--- src/rtl/rotate_ctrl.sv ---
// rotate_ctrl -- sequencer for one rotate pass over 64 slices x 25 lanes.
// Each slice is one READ, one LOAD, then 25 CALC/WRITE pairs (52 cycles),
// so a full pass keeps busy high for 3328 cycles, followed by one DONE cycle.
// Optional feature: define ROTATE_CTRL_STALL_EN to add a stall input that
// freezes the sequencer (state, counters and strobes) in its working states.
module rotate_ctrl (
  input  logic       clk,
  input  logic       rst_n,
  input  logic       start,
  output logic       rd_en,
  output logic [5:0] rd_addr,
  output logic       slice_load,
  output logic [5:0] cnt64_value,
  output logic [4:0] cnt24_value,
  output logic       wr_en_1,
  output logic       wr_en_2,
  output logic       busy,
  output logic       done
`ifdef ROTATE_CTRL_STALL_EN
  ,
  input  logic       stall
`endif
);

  typedef enum logic [2:0] {
    IDLE,
    READ,
    LOAD,
    CALC,
    WRITE,
    DONE
  } state_e;

  localparam logic [5:0] LAST_SLICE = 6'd63;
  localparam logic [4:0] LAST_LANE  = 5'd24;

  state_e     state_q;
  logic [5:0] cnt64_q;
  logic [4:0] cnt24_q;
  logic       active;
  logic       hold;

  // The four working states; busy and stall qualification both key off this.
  assign active = (state_q == READ) || (state_q == LOAD) ||
                  (state_q == CALC) || (state_q == WRITE);

`ifdef ROTATE_CTRL_STALL_EN
  // A stall only freezes the working states; IDLE and DONE run as normal.
  assign hold = stall & active;
`else
  assign hold = 1'b0;
`endif

  // State and slice/lane counters; reset wins over start and stall.
  always_ff @(posedge clk) begin
    // NOTE: non-blocking (<=) on every register so each one samples the
    // pre-edge values of the others, independent of statement order.
    if (!rst_n) begin
      state_q <= IDLE;
      cnt64_q <= '0;
      cnt24_q <= '0;
    end else if (!hold) begin
      case (state_q)
        IDLE: begin
          if (start) begin
            state_q <= READ;
            cnt64_q <= '0;
            cnt24_q <= '0;
          end
        end
        READ:  state_q <= LOAD;   // one cycle of source-memory read latency
        LOAD:  state_q <= CALC;
        CALC:  state_q <= WRITE;
        WRITE: begin
          if (cnt24_q != LAST_LANE) begin
            cnt24_q <= cnt24_q + 5'd1;
            state_q <= CALC;
          end else if (cnt64_q != LAST_SLICE) begin
            cnt24_q <= '0;
            cnt64_q <= cnt64_q + 6'd1;
            state_q <= READ;
          end else begin
            // Counters keep (63, 24) until the next accepted start.
            state_q <= DONE;
          end
        end
        DONE:    state_q <= IDLE;  // start is not looked at here
        default: state_q <= IDLE;
      endcase
    end
  end

  // Strobes decoded from the registered state only; a stall masks the
  // strobe of the held state so it is issued exactly once on release.
  always_comb begin
    // NOTE: every output gets a default before the case so no path leaves
    // one unassigned, which would otherwise infer a latch.
    rd_en      = 1'b0;
    slice_load = 1'b0;
    wr_en_1    = 1'b0;
    wr_en_2    = 1'b0;
    done       = 1'b0;
    case (state_q)
      READ:    rd_en      = !hold;
      LOAD:    slice_load = !hold;
      CALC:    wr_en_1    = !hold;
      WRITE:   wr_en_2    = !hold;
      DONE:    done       = 1'b1;
      default: ;
    endcase
  end

  assign busy        = active;
  assign rd_addr     = cnt64_q;
  assign cnt64_value = cnt64_q;
  assign cnt24_value = cnt24_q;

`ifndef SYNTHESIS
  // Strobes are mutually exclusive and never fire outside a pass.
  a_strobe_onehot : assert property (@(posedge clk) disable iff (!rst_n)
    $onehot0({rd_en, slice_load, wr_en_1, wr_en_2, done}));

  a_strobe_busy : assert property (@(posedge clk) disable iff (!rst_n)
    (rd_en | slice_load | wr_en_1 | wr_en_2) |-> busy);

  // Lane index stays in 0..24.
  a_lane_range : assert property (@(posedge clk) disable iff (!rst_n)
    cnt24_q <= LAST_LANE);

  // The slice index never wraps back to 0 while a pass is running.
  a_slice_no_wrap : assert property (@(posedge clk) disable iff (!rst_n)
    (active && cnt64_q == LAST_SLICE) |=> !(active && cnt64_q == 6'd0));
`endif

endmodule

--- config.mk ---
export PLATFORM = sky130hd
export DESIGN_NAME = rotate_ctrl
export DESIGN_NICKNAME = d
export VERILOG_FILES = /design/src/rtl/rotate_ctrl.sv
export SDC_FILE = /design/constraint.sdc
export NUM_CORES = 1
export LEC_CHECK = 0
export ABC_CLOCK_PERIOD_IN_PS = 2029
export CELL_PAD_IN_SITES_DETAIL_PLACEMENT = 0
export CELL_PAD_IN_SITES_GLOBAL_PLACEMENT = 1
export CORE_MARGIN = 10
export CORE_UTILIZATION = 47
export CTS_BUF_LIST = sky130_fd_sc_hd__clkbuf_8
export CTS_CLUSTER_SIZE = 12
export DETAILED_ROUTE_END_ITERATION = 6
export DONT_BUFFER_PORTS = 1
export PLACE_DENSITY = 0.82
export SLEW_MARGIN = 15
export SYNTH_ARGS = -nofsm -noshare
export SYNTH_HDL_FRONTEND = slang
export SYNTH_SLANG_ARGS = --single-unit
--- constraint.sdc ---
create_clock -name clk -period 2.03 [get_ports clk]
set_input_delay 0.203 -clock clk [delete_from_list [all_inputs] [get_ports clk]]
set_output_delay 0.203 -clock clk [all_outputs]
set_load 0.01 [all_outputs]
==> impl_metrics.py <==
metrics = {
    "sta": {
        "holdWs_ps": 89.4,
        "setup_viol": 0,
        "slew_headroom": 0.586,
        "rsz0062_at_grt": "false",
        "period_minus_slack_ps": 1800,
        "maxSlewViolCount": 0,
        "fin_worst_skew_ps": 2.32,
        "hold_violations": 0,
        "tightest_slew_ps": 617,
        "setup_tns_ps": 0,
        "period_share": 0.885,
        "max_freq_ghz": 0.556,
    },
    "clocking": {
        "clkTransAtPathRegs_ps": 60,
        "h-tree-depth": 1,
        "cts_resized": 0,
        "cts.path.max_buffers": 2,
        "clk_latency_ps": 250,
        "cts_num_sinks": 14,
        "cts_tree": "yes",
        "numCtsBuffers": 3,
        "holdBufCountCts": 0,
        "postCtsSetupRepairBufs": 0,
        "cts-root-buf": "clkbuf_8",
    },
    "routing": {
        "wl_mm": 2.10,
        "postRouteAntennaNets": 0,
        "drt_iter0_markers": 39,
        "vias": 763,
        "drt-wirelength-per-cell_um": 16.3,
        "via_per_inst": 5.91,
        "post-route-drc-count": 0,
        "first_pass_iters": 4,
    },
    "worst_setup_path": {
        "r2r-end": "cnt64_value[4]",
        "cp-end-kind": "flop",
        "reg2reg_depth": 5,
        "arrival_ps": 1940,
        "crit_type": "flop to flop",
        "r2r-start": "state_q[2]",
        "cp_max_fo": 10,
        "reg2reg_setup_slack_ps": 230,
        "cp-start-kind": "flop",
        "worst_ep_required_time_ps": 2170,
    },
    "layout": {
        "syn2layout_area_growth_pct": 10.6,
        "nets": 111,
        "n_antenna_cell": 0,
        "drive_gt1_frac": 0.221,
    },
    "global_routing": {
        "antenna_found_initial": 0,
        "grt_max_degree": 16,
        "grt_use_total": 0.104,
        "grt_pass1_wl_mm": 3.36,
        "grt_pass1_vias": 685,
        "grt_overflow_total": 0,
    },
    "power_and_ir_drop": {
        "p_leak_nw": 0.352,
        "vdd_drop_max_v": 0.000378,
        "p_per_area_nw_per_um2": 657,
        "finalPower_mw": 0.635,
    },
    "yosys": {
        "synth_area_per_cell_um2": 8.82,
        "ys_seq_elements": 14,
        "syn-num-nets": 105,
        "synthesis.area_um2": 873,
        "ys_async_sr_fraction": 0,
        "ys_seq_area_frac": 0.321,
        "yosysWarnings": 0,
        "synth_edf_count": 0,
        "ys_types": 41,
        "netlist_instances": 99,
        "yosys_most_used_dff": "dfxtp_1",
    },
    "floorplanning": {
        "rows": 15,
        "die_x_um": 63.1,
        "core_area_um2": 1750,
        "initial_core_util": 0.500,
        "io_pins": 26,
        "die_area_um2": 3980,
        "die_y_um": 63.1,
    },
    "placed_design": {
        "place_hpwl_mm": 1.57,
        "io_buffers": 0,
        "gp_congestion": 0.872,
    },
    "job": {
        "cap_viol_max_count": 0,
    },
    "worst_hold_path": {
        "hold_class": "input pin to flop",
        "holdPathEnd": "cnt64_value[4]",
        "hold_path_depth": 1,
        "worstHoldStart": "rst_n",
    },
    "run_status": {
        "outcome": "finished clean",
    },
}
==> cells by family after synthesis <==
family                   count (synthesis)  synth area share
multiplexers                             2            0.0229
XOR/XNOR                                 2            0.0201
buffers and inverters                   16             0.123
AO/OA/AOI/OAI                           28             0.238
adder cells (fa/ha/maj)                  3            0.0430
AND/OR/NAND/NOR                         34             0.232
flip-flops                              14             0.321
==> per-stage QoR <==
stage               cell area [um2]  worst slack, ps  instances   util
floorplan                       873              366         99      -
global placement                911              287        125  0.522
detailed placement              911              258        125  0.522
CTS                             966              239        129  0.553
global route                    966              165        129  0.553
finish                          966              233        129  0.553
==> worst max-delay path, stage by stage, from the launching register on <==
cell      delay, ps
dfxtp_1         480
or3b_1          560
clkinv_4        150
and2_4          190
nor4b_2          50
o221a_1         260
==> layout by cell type, fill, tap and decap left out, drive strengths merged <==
master and count:
o21ba 1, and3b 2, and4b 1, a41oi 1
o21ai 6, a31o 1, a2111oi 1, a311o 1
inv 4, nor3 1, nor2b 1, nor2 7
nor3b 2, buf 12, nand2 6, xnor2 2
nand4b 1, clkinv 1, o41a 1, clkbuf 4
and2 1, a311oi 1, dfxtp 14, mux2i 2
a31oi 3, nand3 7, or3 1, or3b 1
a211oi 5, o221a 1, o21a 1, ha 3
nor4 1, a21oi 5, nor4b 1, and4 1
==> flip-flops by register name, indices dropped and copies added (netlist names) <==
| register | count |
|---|---|
| cnt24_value | 5 |
| cnt64_value | 6 |
| state_q | 3 |
==> final cells by class <==
class / instances / area (um2)
timing repair buffer: 12 / 90.1
tap: 25 / 31.3
fill: 173 / 779
sequential: 14 / 280
inverter: 5 / 23.8
clock buffer: 4 / 55.1
multi-input combinational: 69 / 485
==> cells in the mapped netlist, drive strengths merged, types with 2 or more instances <==
master   n  area share
inv      4       0.017
mux2i    2       0.023
nand3    7       0.040
o21ai    6       0.034
nor3b    2       0.017
a211oi   5       0.049
a21oi    5       0.029
nor2     7       0.030
nand2    6       0.029
buf     10       0.092
ha       3       0.043
xnor2    2       0.020
and3b    2       0.020
dfxtp   14        0.32
a31oi    3       0.021
==> where the power goes <==
part / leakage [nW] / internal [mW] / switching (mW) / total, mW
registers: 0.113 / 0.281 / 0.0108 / 0.292
clock network: 0.0288 / 0.172 / 0.102 / 0.274
logic: 0.210 / 0.0275 / 0.0408 / 0.0684
total: 0.352 / 0.481 / 0.154 / 0.635
==> metal layers <==
metal / GRT usage / share of wire / vias to the layer above
met1: 0.127 / 0.44 / 357
li1: - / - / 371
met3: 0.0512 / 0.12 / 5
met4: 0.0587 / 0.021 / 0
met5: 0 / 0 / -
met2: 0.143 / 0.42 / 30
==> worst max-delay path by stage <==
stage | startpoint | endpoint | slack, ps
global route | state_q[2] | cnt64_value[4] | 170
CTS | state_q[2] | cnt64_value[4] | 240
floorplan | cnt64_value[0] | cnt24_value[4] | 370
global placement | state_q[2] | cnt64_value[4] | 290
finish | state_q[2] | cnt64_value[4] | 230
detailed placement | state_q[2] | cnt64_value[4] | 260
Power figures use the tool's default switching activity.
